<file path="config.mk">
export PLATFORM = sky130hd
export DESIGN_NAME = iccm_load_ctrl
export DESIGN_NICKNAME = d
export VERILOG_FILES = /design/src/rtl/iccm_load_ctrl.sv
export SDC_FILE = /design/constraint.sdc
export NUM_CORES = 1
export LEC_CHECK = 0
export CAP_MARGIN = 10
export CORE_AREA = 8 8 133 135
export CTS_CLUSTER_SIZE = 8
export DETAILED_ROUTE_END_ITERATION = 10
export DIE_AREA = 0 0 141 143
export GPL_ROUTABILITY_DRIVEN = 0
export PLACE_DENSITY = 0.71
export SYNTH_ARGS = -nofsm -noshare
export SYNTH_HDL_FRONTEND = slang
export SYNTH_SLANG_ARGS = --single-unit
</file>
<file path="constraint.sdc">
create_clock -name clk_i -period 5.2 [get_ports clk_i]
set_input_delay 0.78 -clock clk_i [delete_from_list [all_inputs] [get_ports clk_i]]
set_output_delay 0.78 -clock clk_i [all_outputs]
set_load 0.1 [all_outputs]
</file>
<file path="src/rtl/iccm_load_ctrl.sv">
// Boot loader: assembles little-endian words from a byte stream and writes them
// to consecutive ICCM addresses, holding the core in reset until the image is in.
module iccm_load_ctrl #(
  parameter int unsigned AddrW         = 12,
  parameter int unsigned TimeoutCycles = 1_000_000
) (
  input  logic             clk_i,
  input  logic             rst_ni,
  input  logic             start_i,
  input  logic             rx_valid_i,
  input  logic [7:0]       rx_byte_i,
  output logic             rx_ready_o,
  output logic [31:0]      iccm_cntrl_data_o,
  output logic [AddrW-1:0] iccm_cntrl_addr_o,
  output logic             iccm_cntrl_we_o,
  output logic             core_rst_no,
  output logic             busy_o,
  output logic             done_o,
  output logic             err_o,
  output logic [31:0]      checksum_o
);

  localparam int unsigned     TmoW    = $clog2(TimeoutCycles + 1);
  localparam logic [32:0]     Depth   = 33'd1 << AddrW;
  localparam logic [TmoW-1:0] TmoLast = TmoW'(TimeoutCycles - 1);

  typedef enum logic [2:0] {
    StIdle, StHdr, StLoad, StWrite, StDone, StErr
  } state_e;

  state_e            state_q, state_d;
  logic [1:0]        byte_cnt_q, byte_cnt_d;
  logic [23:0]       asm_q;
  logic [AddrW-1:0]  addr_q, addr_d;
  logic [AddrW-1:0]  last_addr_q, last_addr_d;
  logic [31:0]       data_q, data_d;
  logic [31:0]       sum_q, sum_d;
  logic [TmoW-1:0]   tmo_q, tmo_d;
  logic              accept;
  logic              word_done;
  logic              stalled;
  logic [31:0]       word;

  assign rx_ready_o = (state_q == StHdr) || (state_q == StLoad);
  assign accept     = rx_valid_i && rx_ready_o;
  assign word_done  = accept && (byte_cnt_q == 2'd3);
  assign stalled    = !accept && (byte_cnt_q != 2'd0);
  assign word       = {rx_byte_i, asm_q};

  always_comb begin
    state_d     = state_q;
    byte_cnt_d  = byte_cnt_q;
    addr_d      = addr_q;
    last_addr_d = last_addr_q;
    data_d      = data_q;
    sum_d       = sum_q;
    tmo_d       = '0;
    if (accept) byte_cnt_d = byte_cnt_q + 2'd1;
    unique case (state_q)
      StIdle, StDone, StErr: begin
        if (start_i) begin
          state_d    = StHdr;
          byte_cnt_d = '0;
          addr_d     = '0;
          sum_d      = '0;
        end
      end
      StHdr, StLoad: begin
        // Timeout only guards a partially assembled word; idling between words is legal.
        if (stalled) tmo_d = tmo_q + TmoW'(1);
        if (stalled && (tmo_q == TmoLast)) begin
          state_d = StErr;
        end else if (word_done) begin
          if (state_q == StHdr) begin
            if (word == '0) begin
              state_d = StDone;
            end else if ({1'b0, word} > Depth) begin
              state_d = StErr;
            end else begin
              state_d     = StLoad;
              addr_d      = '0;
              last_addr_d = word[AddrW-1:0] - AddrW'(1);
            end
          end else begin
            data_d  = word;
            state_d = StWrite;
          end
        end
      end
      StWrite: begin
        sum_d = sum_q + data_q;
        if (addr_q == last_addr_q) begin
          state_d = StDone;
        end else begin
          addr_d  = addr_q + AddrW'(1);
          state_d = StLoad;
        end
      end
      default: state_d = StIdle;
    endcase
  end

  always_ff @(posedge clk_i or negedge rst_ni) begin
    if (!rst_ni) begin
      state_q     <= StIdle;
      byte_cnt_q  <= '0;
      addr_q      <= '0;
      last_addr_q <= '0;
      data_q      <= '0;
      sum_q       <= '0;
      tmo_q       <= '0;
    end else begin
      state_q     <= state_d;
      byte_cnt_q  <= byte_cnt_d;
      addr_q      <= addr_d;
      last_addr_q <= last_addr_d;
      data_q      <= data_d;
      sum_q       <= sum_d;
      tmo_q       <= tmo_d;
    end
  end

  // Lower three bytes of the word in flight; the fourth is taken straight from the input.
  always_ff @(posedge clk_i) begin
    if (accept) begin
      unique case (byte_cnt_q)
        2'd0:    asm_q[7:0]   <= rx_byte_i;
        2'd1:    asm_q[15:8]  <= rx_byte_i;
        2'd2:    asm_q[23:16] <= rx_byte_i;
        default: ;
      endcase
    end
  end

  assign iccm_cntrl_we_o   = (state_q == StWrite);
  assign iccm_cntrl_data_o = data_q;
  assign iccm_cntrl_addr_o = addr_q;
  assign busy_o            = (state_q == StHdr) || (state_q == StLoad) || (state_q == StWrite);
  assign done_o            = (state_q == StDone);
  assign err_o             = (state_q == StErr);
  assign core_rst_no       = (state_q == StDone);
  assign checksum_o        = sum_q;

endmodule

</file>
* Word-level counts from Yosys, hierarchy flattened *
Index checks and enable logic that the tools add are counted.
W data, S select, Z words.

word-level totals
  bits of input ports = 12
  bits in latches = 0
  output and inout bits = 82
  bits in registers = 137
  bits in writable memories = 0
  word-level logic and storage cells = 84
  ROM bits = 0
  memories = 0

operators by class
  divide/modulo/power cells = 0
  add/subtract/negate cells = 5
  bitwise logic cells = 4
  reduce and logical (&&, ||, !) cells = 23
  multiply operators = 0
  $lt $le $gt $ge = 1
  eq/ne operators = 18
  shift-type cells = 0
  mux-type cells = 23

operator list
  kind                     number
  $mux W12                 7
  $pmux W32 S2             1
  $mux W20                 2
  $pmux W12 S3             1
  $add A32 B32 Y32         1
  $gt A32 B13 Y1 const B   1
  $logic_not A32 Y1        1
  $mux W32                 1
  $mux W3                  7
  $add A20 B1 Y20 const B  1
  $eq A20 B20 Y1 const B   1
  $ne A2 B2 Y1 const B     7
  $add A12 B1 Y12 const B  1
  $eq A12 B12 Y1           1
  $sub A12 B1 Y12 const B  1
  $reduce_and A2 Y1        5
  $pmux W3 S3              1
  $reduce_and A8 Y1        1
  $eq A3 B2 Y1 const B     2
  $eq A3 B3 Y1 const B     2
  $mux W2                  3
  $reduce_and A6 Y1        1
  $eq A2 B2 Y1 const B     2
  $logic_and A1 B1 Y1      4
  14 further kinds         19

* Longest topological paths before layout *
Gate-level depths: netlist of the first run.

  depth in word-level cells = 8
  gate-level depth with buffers = 11
  mapped depth without buffers = 11

* Least setup slack after synthesis of the first run *
Ideal clock, no wire load.

  path type = register to output
  start = reg state_q[1]
  end = out done_o
  slack = 0.854 ns
  stages on the path, launching flop included = 5
  buffers on the path = 3
  required time = 4.420 ns
  data arrival time = 3.566 ns
  cell sequence = dfrtp_1 > buf_2 > clkbuf_1 > nor3b_1 > buf_4

on the way
  word-level cells in the longest chain between the ends = 1

RTL lines
  what                    RTL line  text
  from (decl)             31        state_e state_q, state_d;
  from (signal assigned)  105       state_q <= StIdle;
  from (signal assigned)  113       state_q <= state_d;
  $eq A3 B3 Y1            -
  to (decl)               18        output logic done_o,

Every way passes these cells.

* Final worst setup path of the first run *
  start = reg state_q[1]
  end = out rx_ready_o

on the way
  word-level cells in the longest chain between the ends = 2
  elaborated cells between the ends (all ways) = 3
  classes of those cells = eq/ne (2); reduce/logical (1)

RTL lines
  what                                                 RTL line  text
  $eq A3 B1 Y1 / $eq A3 B2 Y1 (equally long branches)  44        assign rx_ready_o = (state_q == StHdr) || (state_q == StLoad);
  $logic_or A1 B1 Y1 (*)                               44
  to (decl)                                            12        output logic rx_ready_o,

Mark *: on every way between the ends. The rest lies on a longest branch, timed or not.

==> results of run 1 <==
==> critical path, cell delays in order, from the launching register on <==
cell	delay, ns
dfrtp_1	0.71
xnor2_1	0.15
nor2_1	0.34
clkdlybuf4s50_1	1.22
==> layer usage <==
metal | share of wire, % | GRT usage [%] | routed length [um]
met3 | 5.8 | 5.04 | 1070
met4 | 1.9 | 6.96 | 342
met5 | 0 | 0 | 0
met2 | 48 | 30.8 | 8850
met1 | 44 | 23.4 | 8060
==> synthesized netlist by cell type (4+ instances only) <==
library cell	n
a31oi_1	7
xnor2_1	38
nor3b_1	5
o21ai_1	9
buf_2	7
and3_1	18
and2_1	6
nand2_1	69
nand2b_1	4
xor2_1	27
a21o_1	11
o21ai_0	60
o31ai_1	11
nor2b_1	5
nand4_1	8
nand3_1	25
ha_1	39
o21bai_1	6
a21oi_1	48
or3_1	6
inv_1	15
nor3_1	8
nor2_1	58
nor4_1	6
mux2i_1	5
dfrtp_1	113
mux2_2	33
a211oi_1	6
edfxtp_1	24
clkbuf_1	11
==> layout make-up <==
cell class                      instances  area [sq um]
Clock buffer                           20           437
Clock inverter                         12           176
Fill cell                            1291          6420
Inverter                               16          60.1
Multi-Input combinational cell        551          3720
Sequential cell                       137          3550
Tap cell                              216           270
Timing Repair Buffer                   98           963
==> state kept, by name (all words and copies together) (netlist names) <==
register and count:
iccm_cntrl_data_o 32, byte_cnt_q 2, tmo_q 20, asm_q 24
state_q 3, checksum_o 32, last_addr_q 12, iccm_cntrl_addr_o 12
==> layout by cell type, fill, tap and decap left out, types with 17 or more instances in the layout <==
| cell type | instances |
|---|---|
| a21oi_1 | 48 |
| and3_1 | 18 |
| clkbuf_16 | 17 |
| clkdlybuf4s50_1 | 91 |
| dfrtp_1 | 113 |
| edfxtp_1 | 24 |
| ha_1 | 39 |
| mux2_2 | 33 |
| nand2_1 | 69 |
| nand3_1 | 25 |
| nor2_1 | 56 |
| o21ai_0 | 60 |
| xnor2_1 | 38 |
| xor2_1 | 27 |
==> per-stage QoR <==
| step | cell area, sq um | hold WS, ns | instances | setup WS [ns] | utilization (%) |
|---|---|---|---|---|---|
| final | 9170 | 0.467 | 1050 | 1.58 | 58.8 |
| after global routing | 9170 | 0.508 | 1050 | 1.39 | 58.8 |
| after CTS | 9170 | 0.495 | 1050 | 1.56 | 58.8 |
| after detailed placement | 8560 | 0.488 | 1018 | 1.84 | 54.9 |
| after global placement | 8560 | 0.462 | 1018 | 1.97 | 54.9 |
| after floorplan | 7420 | 0.447 | 726 | 0.854 | - |
==> kinds of logic (layout without fill, tap and decap cells) <==
group                      Yosys count  after routing  synth area share [%]
DFF                                137            137                  47.8
AOI/OAI and AO/OA                  177            177                  14.4
buffers and inverters               38            146                  2.19
xor gates and xnor gates            65             65                  7.67
and+or+nand+nor                    231            231                  15.4
adders and majority gates           40             40                  6.84
muxes                               38             38                  5.68
==> worst max path at each step <==
stage | from | cells after the start | slack, ns | endpoint
after global routing | state_q[1] | 3 | 1.39 | rx_ready_o
after global placement | iccm_cntrl_data_o[0] | 11 | 1.97 | checksum_o[30]
final | state_q[1] | 3 | 1.58 | rx_ready_o
after detailed placement | iccm_cntrl_data_o[0] | 11 | 1.84 | checksum_o[30]
after CTS | state_q[1] | 3 | 1.56 | rx_ready_o
after floorplan | state_q[1] | 4 | 0.85 | done_o
==> flow_metrics.tcl, run 1 <==
set metrics [dict create \
    run_status "finished clean" \
    ys_seq_area_share_pct 47.8 \
    syn_inst 726 \
    cts_made_buffers 17 \
    cts_buffer_depth 2 \
    clk_latency_ns 0.42 \
    hp-class "in2async" \
    antenna_found_initial 0 \
    cts_resized 0 \
    synth_top_area_share_pct 38.1 \
    avgSynthCellArea_sq_um 10.2 \
    drive_gt1_share_pct 9.71 \
    drtIter0Drc 327 \
    row_count 46 \
    ys_top_cells_by_area "dfrtp_1 (38%), edfxtp_1 (9.7%), ha_1 (6.6%), mux2_2 (5.0%), xnor2_1 (4.5%)" \
    wirelength_mm 18.3 \
    fp.dieW_um 141 \
    cts_tree "built" \
    wire_per_inst_um 17.4 \
    nets 873 \
    ant_nets 0 \
    synth.net_count 778 \
    synth.cell_area_sq_um 7420 \
    path_class "reg2out" \
    coreArea_sq_um 15600 \
    worstSetupStartpointType "flip-flop" \
    tightestPinTransition_ns 1.02 \
    ctsRootBufferMaster "clkbuf_16" \
    synth-seq-cells 137 \
    endpoint_kind "primary output" \
    vias 5939 \
    h-tree-depth 4 \
    dp_hpwl_mm 13.5 \
    r2r_cells 11 \
    overflow 0 \
    max_cap_violations 0 \
    ys_warn_count 0 \
    period_minus_slack_ns 3.62 \
    cts_hold_buf 0 \
    worstPathMaxFanout 18 \
    finalSetupViolations 0 \
    arrival_ns 2.84 \
    finalHoldViolCount 0 \
    synth.largest_area_cell "dfrtp_1" \
    first_pass_iters 6 \
    grt_max_degree 68 \
    max_slew_margin_pct 31.5 \
    cts.sinks 137 \
    grt_pass1_wl_mm 30.4 \
    area_delta_synth_final_pct 23.6 \
    period_share_pct 69.6 \
    synthDistinctLibCells 58 \
    port_buffers 93 \
    drc 0 \
    regToRegStartpoint "iccm_cntrl_data_o[0]" \
    synth-edff-count 24 \
    n_antenna_cell 0 \
    regToRegSetupSlack_ns 1.78 \
    initial_core_util_pct 47.6 \
    synthArstFlopShare_pct 82.5 \
    clock-skew-final_ns 0.00825 \
    cp.required_ns 4.42 \
    die_h_um 143 \
    track_usage_pct 18.8 \
    cts.clk_slew.worst_paths_ns 0.06 \
    cts_setup_buffers 0 \
    finalMaxSlewViolations 0 \
    finalSetupTns_ns 0 \
    via_per_inst 5.66 \
    rsz0062_at_grt "false" \
    rr_endpoint "checksum_o[30]" \
    io_pins 94 \
    synth-main-ff-cell "dfrtp_1" \
    die_area_sq_um 20200 \
    fmax_mhz 276 \
    grt_pass1_vias 6075 \
]
Power of run 1 is not shown: default switching activity piles up to over one toggle a cycle in this logic, so the estimate is an artifact.
==> inputs of run 2 (changes only) <==
- PLACE_DENSITY: 0.71 -> 0.73
- clock period: 5.2 -> 3.1 ns (I/O delays scaled with it)
==> run 2 against run 1 <==
Against the previous run:
- setup slack worse by 1.4 ns
- utilization decreased by 0.25 points
- sequential share of layout area increased by 0.33 points
- critical endpoint is now checksum_o[24]
- cell count up 1.5%
- largest cell class unchanged
- first-iteration DRC count is 26% higher
- wire length fell by 2.2%
- sequential cell count stayed put
- register-to-register slack got worse by 1.6 ns
- clock skew decreased by 0.0033 ns
- global-route usage decreased by 0.21 points
- critical path type is now reg2reg
- non-clock buffer count increased by 16
- count of clock-buffer cells in the layout is 1 higher
==> flow_metrics.tcl, run 2 (synthesis results as in run 1) <==
set metrics [dict create \
    layout_commonest_cell "dfrtp_1" \
    finalMaxSlewViolations 0 \
    finalSetupViolations 0 \
    nets 889 \
    drtIter0Drc 413 \
    finalHoldViolCount 0 \
    first_pass_iters 5 \
    crit_chain "ha_1 > fa_1 > a211oi_2 > o21bai_2 > a211oi_2 > o21ai_2 > buf_4 > and3_1 > nor3_2 > o21ai_0 > xnor2_1 > o21ai_0" \
    tightestPinTransition_ns 0.847 \
    via_per_inst 5.43 \
    grt_pass1_vias 5827 \
    wirelength_mm 17.9 \
    slowest_delay_ns 0.47 \
    run_status "finished clean" \
    cts_buffer_depth 2 \
    max_cap_violations 0 \
    wire_per_inst_um 16.8 \
    cts.sinks 137 \
    cts_setup_buffers 0 \
    regToRegSetupSlack_ns 0.16 \
    fp.dieW_um 141 \
    track_usage_pct 18.6 \
    max_slew_margin_pct 43.5 \
    arrival_ns 3.23 \
    period_minus_slack_ns 2.94 \
    die_h_um 143 \
    place_inst 1034 \
    worstPathMaxFanout 3 \
    row_count 46 \
    n_fill_cell 1342 \
    drc 0 \
    worstSetupStartpointType "flip-flop" \
    antenna_found_initial 0 \
    cp.required_ns 3.39 \
    rr_endpoint "checksum_o[24]" \
    grt_pass1_wl_mm 29.8 \
    rsz0062_at_grt "false" \
    hold_slack_ns 0.0477 \
    drive_gt1_share_pct 22.2 \
    initial_core_util_pct 47.6 \
    cts.clk_slew.worst_paths_ns 0.06 \
    h-tree-depth 4 \
    io_pins 94 \
    port_buffers 93 \
    clk_latency_ns 0.42 \
    path_class "reg2reg" \
    overflow 0 \
    dp_slack_ns -0.0413 \
    endpoint_kind "flip-flop" \
    hp-class "in2async" \
    period_share_pct 94.9 \
    ctsRootBufferMaster "clkbuf_16" \
    cts_tree "built" \
    ant_nets 0 \
    fmax_mhz 340 \
    coreArea_sq_um 15600 \
    dp_hpwl_mm 13.2 \
    layout_common_cells "dfrtp_1 (105), buf_4 (101), nand2_1 (69), o21ai_0 (59), nor2_1 (55)" \
    r2r_cells 12 \
    vias 5786 \
    grt_max_degree 70 \
    crit_slowest_cell "dfrtp_4" \
    setup_ws_ns 0.159 \
    cts_made_buffers 17 \
    regToRegStartpoint "iccm_cntrl_data_o[0]" \
    n_antenna_cell 0 \
    fin_cells 1066 \
    clock-skew-final_ns 0.00496 \
    die_area_sq_um 20200 \
    area_delta_synth_final_pct 23.0 \
]
==> run 2: changes by cell type in the layout (fill, tap and decap cells not counted), sizes merged <==
cell / change
clkinvlp: -1
bufinv: -2
clkdlybuf4s50: -81
buf: +97
clkinv: +2
clkbuf: +1
==> run 2: what timing repair did <==
action / CTS / global route
pin swaps: 1 / 0
hold buffers: 0 / 0
setup endpoints to repair: 2 / 5
gates resized for setup: 0 / 6
==> run 2: per-layer routing <==
metal / vias to the layer above / part of all wire [%] / GRT usage (%)
li1: 2840 / - / -
met1: 2811 / 47 / 24.5
met2: 115 / 47 / 30.0
met3: 20 / 4.7 / 3.94
met4: 0 / 1.4 / 5.94
met5: - / 0 / 0
==> run 2: worst max-delay path by stage <==
stage	start	to
after global placement	iccm_cntrl_data_o[0]	checksum_o[30]
after global routing	iccm_cntrl_data_o[0]	checksum_o[30]
after detailed placement	iccm_cntrl_data_o[0]	checksum_o[30]
after CTS	iccm_cntrl_data_o[0]	checksum_o[24]
after floorplan	iccm_cntrl_data_o[0]	checksum_o[28]
final	iccm_cntrl_data_o[0]	checksum_o[24]
==> run 2: metrics by stage <==
stage	instance area [sq um]	util [%]	setup TNS, ns
4_1_cts	9100	58.3	0
5_1_grt	9140	58.6	0
3_3_place_gp	8540	54.8	-0.0226
6_report	9140	58.6	0
3_5_place_dp	8540	54.8	-0.0805
2_1_floorplan	7450	-	0
==> run 2: final cells by class <==
type / count / area, sq um / area share [%]
multi-input combinational: 551 / 3770 / 41.2
sequential: 137 / 3560 / 39.0
clock inverter: 11 / 105 / 1.15
timing repair buffer: 114 / 918 / 10.1
tap: 216 / 270 / 2.96
inverter: 16 / 60.1 / 0.657
clock buffer: 21 / 450 / 4.93
==> run 2: worst max-delay path, delay by kind of cell (launching register included) <==
kind	cells	cell delay (ns)
and+or+nand+nor	2	0.35
DFF	1	0.47
AOI/OAI and AO/OA	6	1.00
buffers and inverters	1	0.16
xor gates and xnor gates	1	0.16
adders and majority gates	2	0.65
Power of run 2 is left out for the same reason.
==> inputs of run 3 (changes only) <==
- PLACE_DENSITY: 0.73 -> 0.71
- clock period: 3.1 -> 3.4 ns (I/O delays scaled with it)
==> run 3 against run 2 <==
Against the previous run:
- worst hold slack improved by 0.077 ns
- clock skew is 0.0032 ns higher
- cell count decreased by 1.1%
- count of clock-buffer cells in the layout shrank 3
- critical endpoint unchanged
==> flow_metrics.tcl, run 3 (synthesis results as in run 1) <==
set metrics [dict create \
    run_status "finished clean" \
    drtIter0Drc 418 \
    regToRegSetupSlack_ns 0.20 \
    area_delta_synth_final_pct 24.1 \
    via_per_inst 5.68 \
    regToRegStartpoint "iccm_cntrl_data_o[0]" \
    seqCellArea_sq_um 3550 \
    ctsRootBufferMaster "clkbuf_16" \
    worstPathMaxFanout 3 \
    fmax_mhz 313 \
    coreArea_sq_um 15600 \
    finalMaxSlewViolations 0 \
    path_class "reg2reg" \
    max_slew_margin_pct 32.3 \
    rsz0062_at_grt "false" \
    port_buffers 93 \
    max_cap_violations 0 \
    tightestPinTransition_ns 1.01 \
    ant_nets 0 \
    finalHoldViolCount 0 \
    hold_slack_ns 0.124 \
    io_pins 94 \
    drive_gt1_share_pct 12.6 \
    crit_slowest_cell "fa_1" \
    finalSetupTns_ns 0 \
    overflow 0 \
    crit_start "iccm_cntrl_data_o[0]" \
    hp-class "in2async" \
    antenna_found_initial 0 \
    cp.required_ns 3.73 \
    rr_endpoint "checksum_o[24]" \
    drc 0 \
    cts.sinks 137 \
    grt_pass1_wl_mm 30.4 \
    grt_max_degree 62 \
    period_minus_slack_ns 3.20 \
    wirelength_mm 18.2 \
    cts_hold_buf 0 \
    grt_pass1_vias 5971 \
    multiInputGateArea_sq_um 3730 \
    cts_made_buffers 17 \
    place_inst 1021 \
    cp.depth 12 \
    row_count 46 \
    die_area_sq_um 20200 \
    grtUsageMet3_pct 4.84 \
    path_delay_family "compound AO/OA/AOI/OAI gates" \
    vias 5985 \
    fin_cells 1054 \
    r2r_cells 12 \
    n_antenna_cell 0 \
    period_share_pct 94.0 \
    cts_tree "built" \
    first_pass_iters 5 \
    layout_common_cells "dfrtp_1 (113), clkdlybuf4s50_1 (75), nand2_1 (69), o21ai_0 (59), nor2_1 (55)" \
    layout_commonest_cell "dfrtp_1" \
    cpMostUsedCell "o21ai_0" \
    n_fill_cell 1281 \
    nets 877 \
    gr-usage-met2_pct 31.1 \
    cp_num_buf_inv 1 \
    cts.clk_slew.worst_paths_ns 0.06 \
    dp_hpwl_mm 13.3 \
    finalSetupViolations 0 \
    arrival_ns 3.53 \
    met1_usage_pct 23.2 \
    clock-skew-final_ns 0.00815 \
    track_usage_pct 18.8 \
    initial_core_util_pct 47.6 \
    cp-endpoint "checksum_o[24]" \
    endpoint_kind "flip-flop" \
    clk_latency_ns 0.43 \
    worstSetupStartpointType "flip-flop" \
    crit_chain "ha_1 > fa_1 > a211oi_1 > o21bai_1 > a211oi_2 > o21ai_1 > buf_4 > and3_1 > nor3_1 > o21ai_0 > xnor2_1 > o21ai_0" \
    slowest_delay_ns 0.44 \
    wire_per_inst_um 17.3 \
    die_h_um 143 \
    h-tree-depth 4 \
    cts_buffer_depth 2 \
    grt-busiest-layer "met2" \
    fp.dieW_um 141 \
]
-- run 3: per-layer routing --
layer | vias up | wire, um
li1 | 2829 | -
met4 | 0 | 334
met1 | 2943 | 7880
met2 | 181 | 8900
met3 | 32 | 1100
met5 | - | 0
-- run 3: cell type report --
| class | instances | share of cell area [%] |
|---|---|---|
| multi-input combinational | 551 | 40.5 |
| tap | 216 | 2.93 |
| clock buffer | 18 | 4.66 |
| inverter | 16 | 0.652 |
| sequential | 137 | 38.5 |
| timing repair buffer | 102 | 10.6 |
| clock inverter | 14 | 2.13 |
-- run 3: through the flow --
| step | worst slack [ns] | utilization (%) | cell area (sq um) |
|---|---|---|---|
| finish | 0.203 | 59.1 | 9210 |
| global route | 0.0260 | 59.1 | 9210 |
| CTS | 0.0257 | 59.0 | 9200 |
| detailed placement | 0.0860 | 55.0 | 8580 |
| global placement | 0.189 | 55.0 | 8580 |
| floorplan | 0.0390 | - | 7430 |
-- run 3: how the worst min path moves through the flow --
stage	from	to	slack, ns	depth (start not counted)
detailed placement	tmo_q[0]	tmo_q[0]	0.49	1
CTS	rst_ni	iccm_cntrl_addr_o[7]	0.15	1
global placement	tmo_q[0]	tmo_q[0]	0.47	1
finish	rst_ni	iccm_cntrl_addr_o[7]	0.12	1
floorplan	rst_ni	byte_cnt_q[0]	0.21	0
global route	rst_ni	iccm_cntrl_addr_o[9]	0.18	1
-- run 3: what timing repair did --
item,in CTS,in global routing
buffers inserted,0,1
hold endpoints to repair,0,0
gates resized for setup,0,2
endpoints found under the setup margin,0,4
Power of run 3 is left out for the same reason.
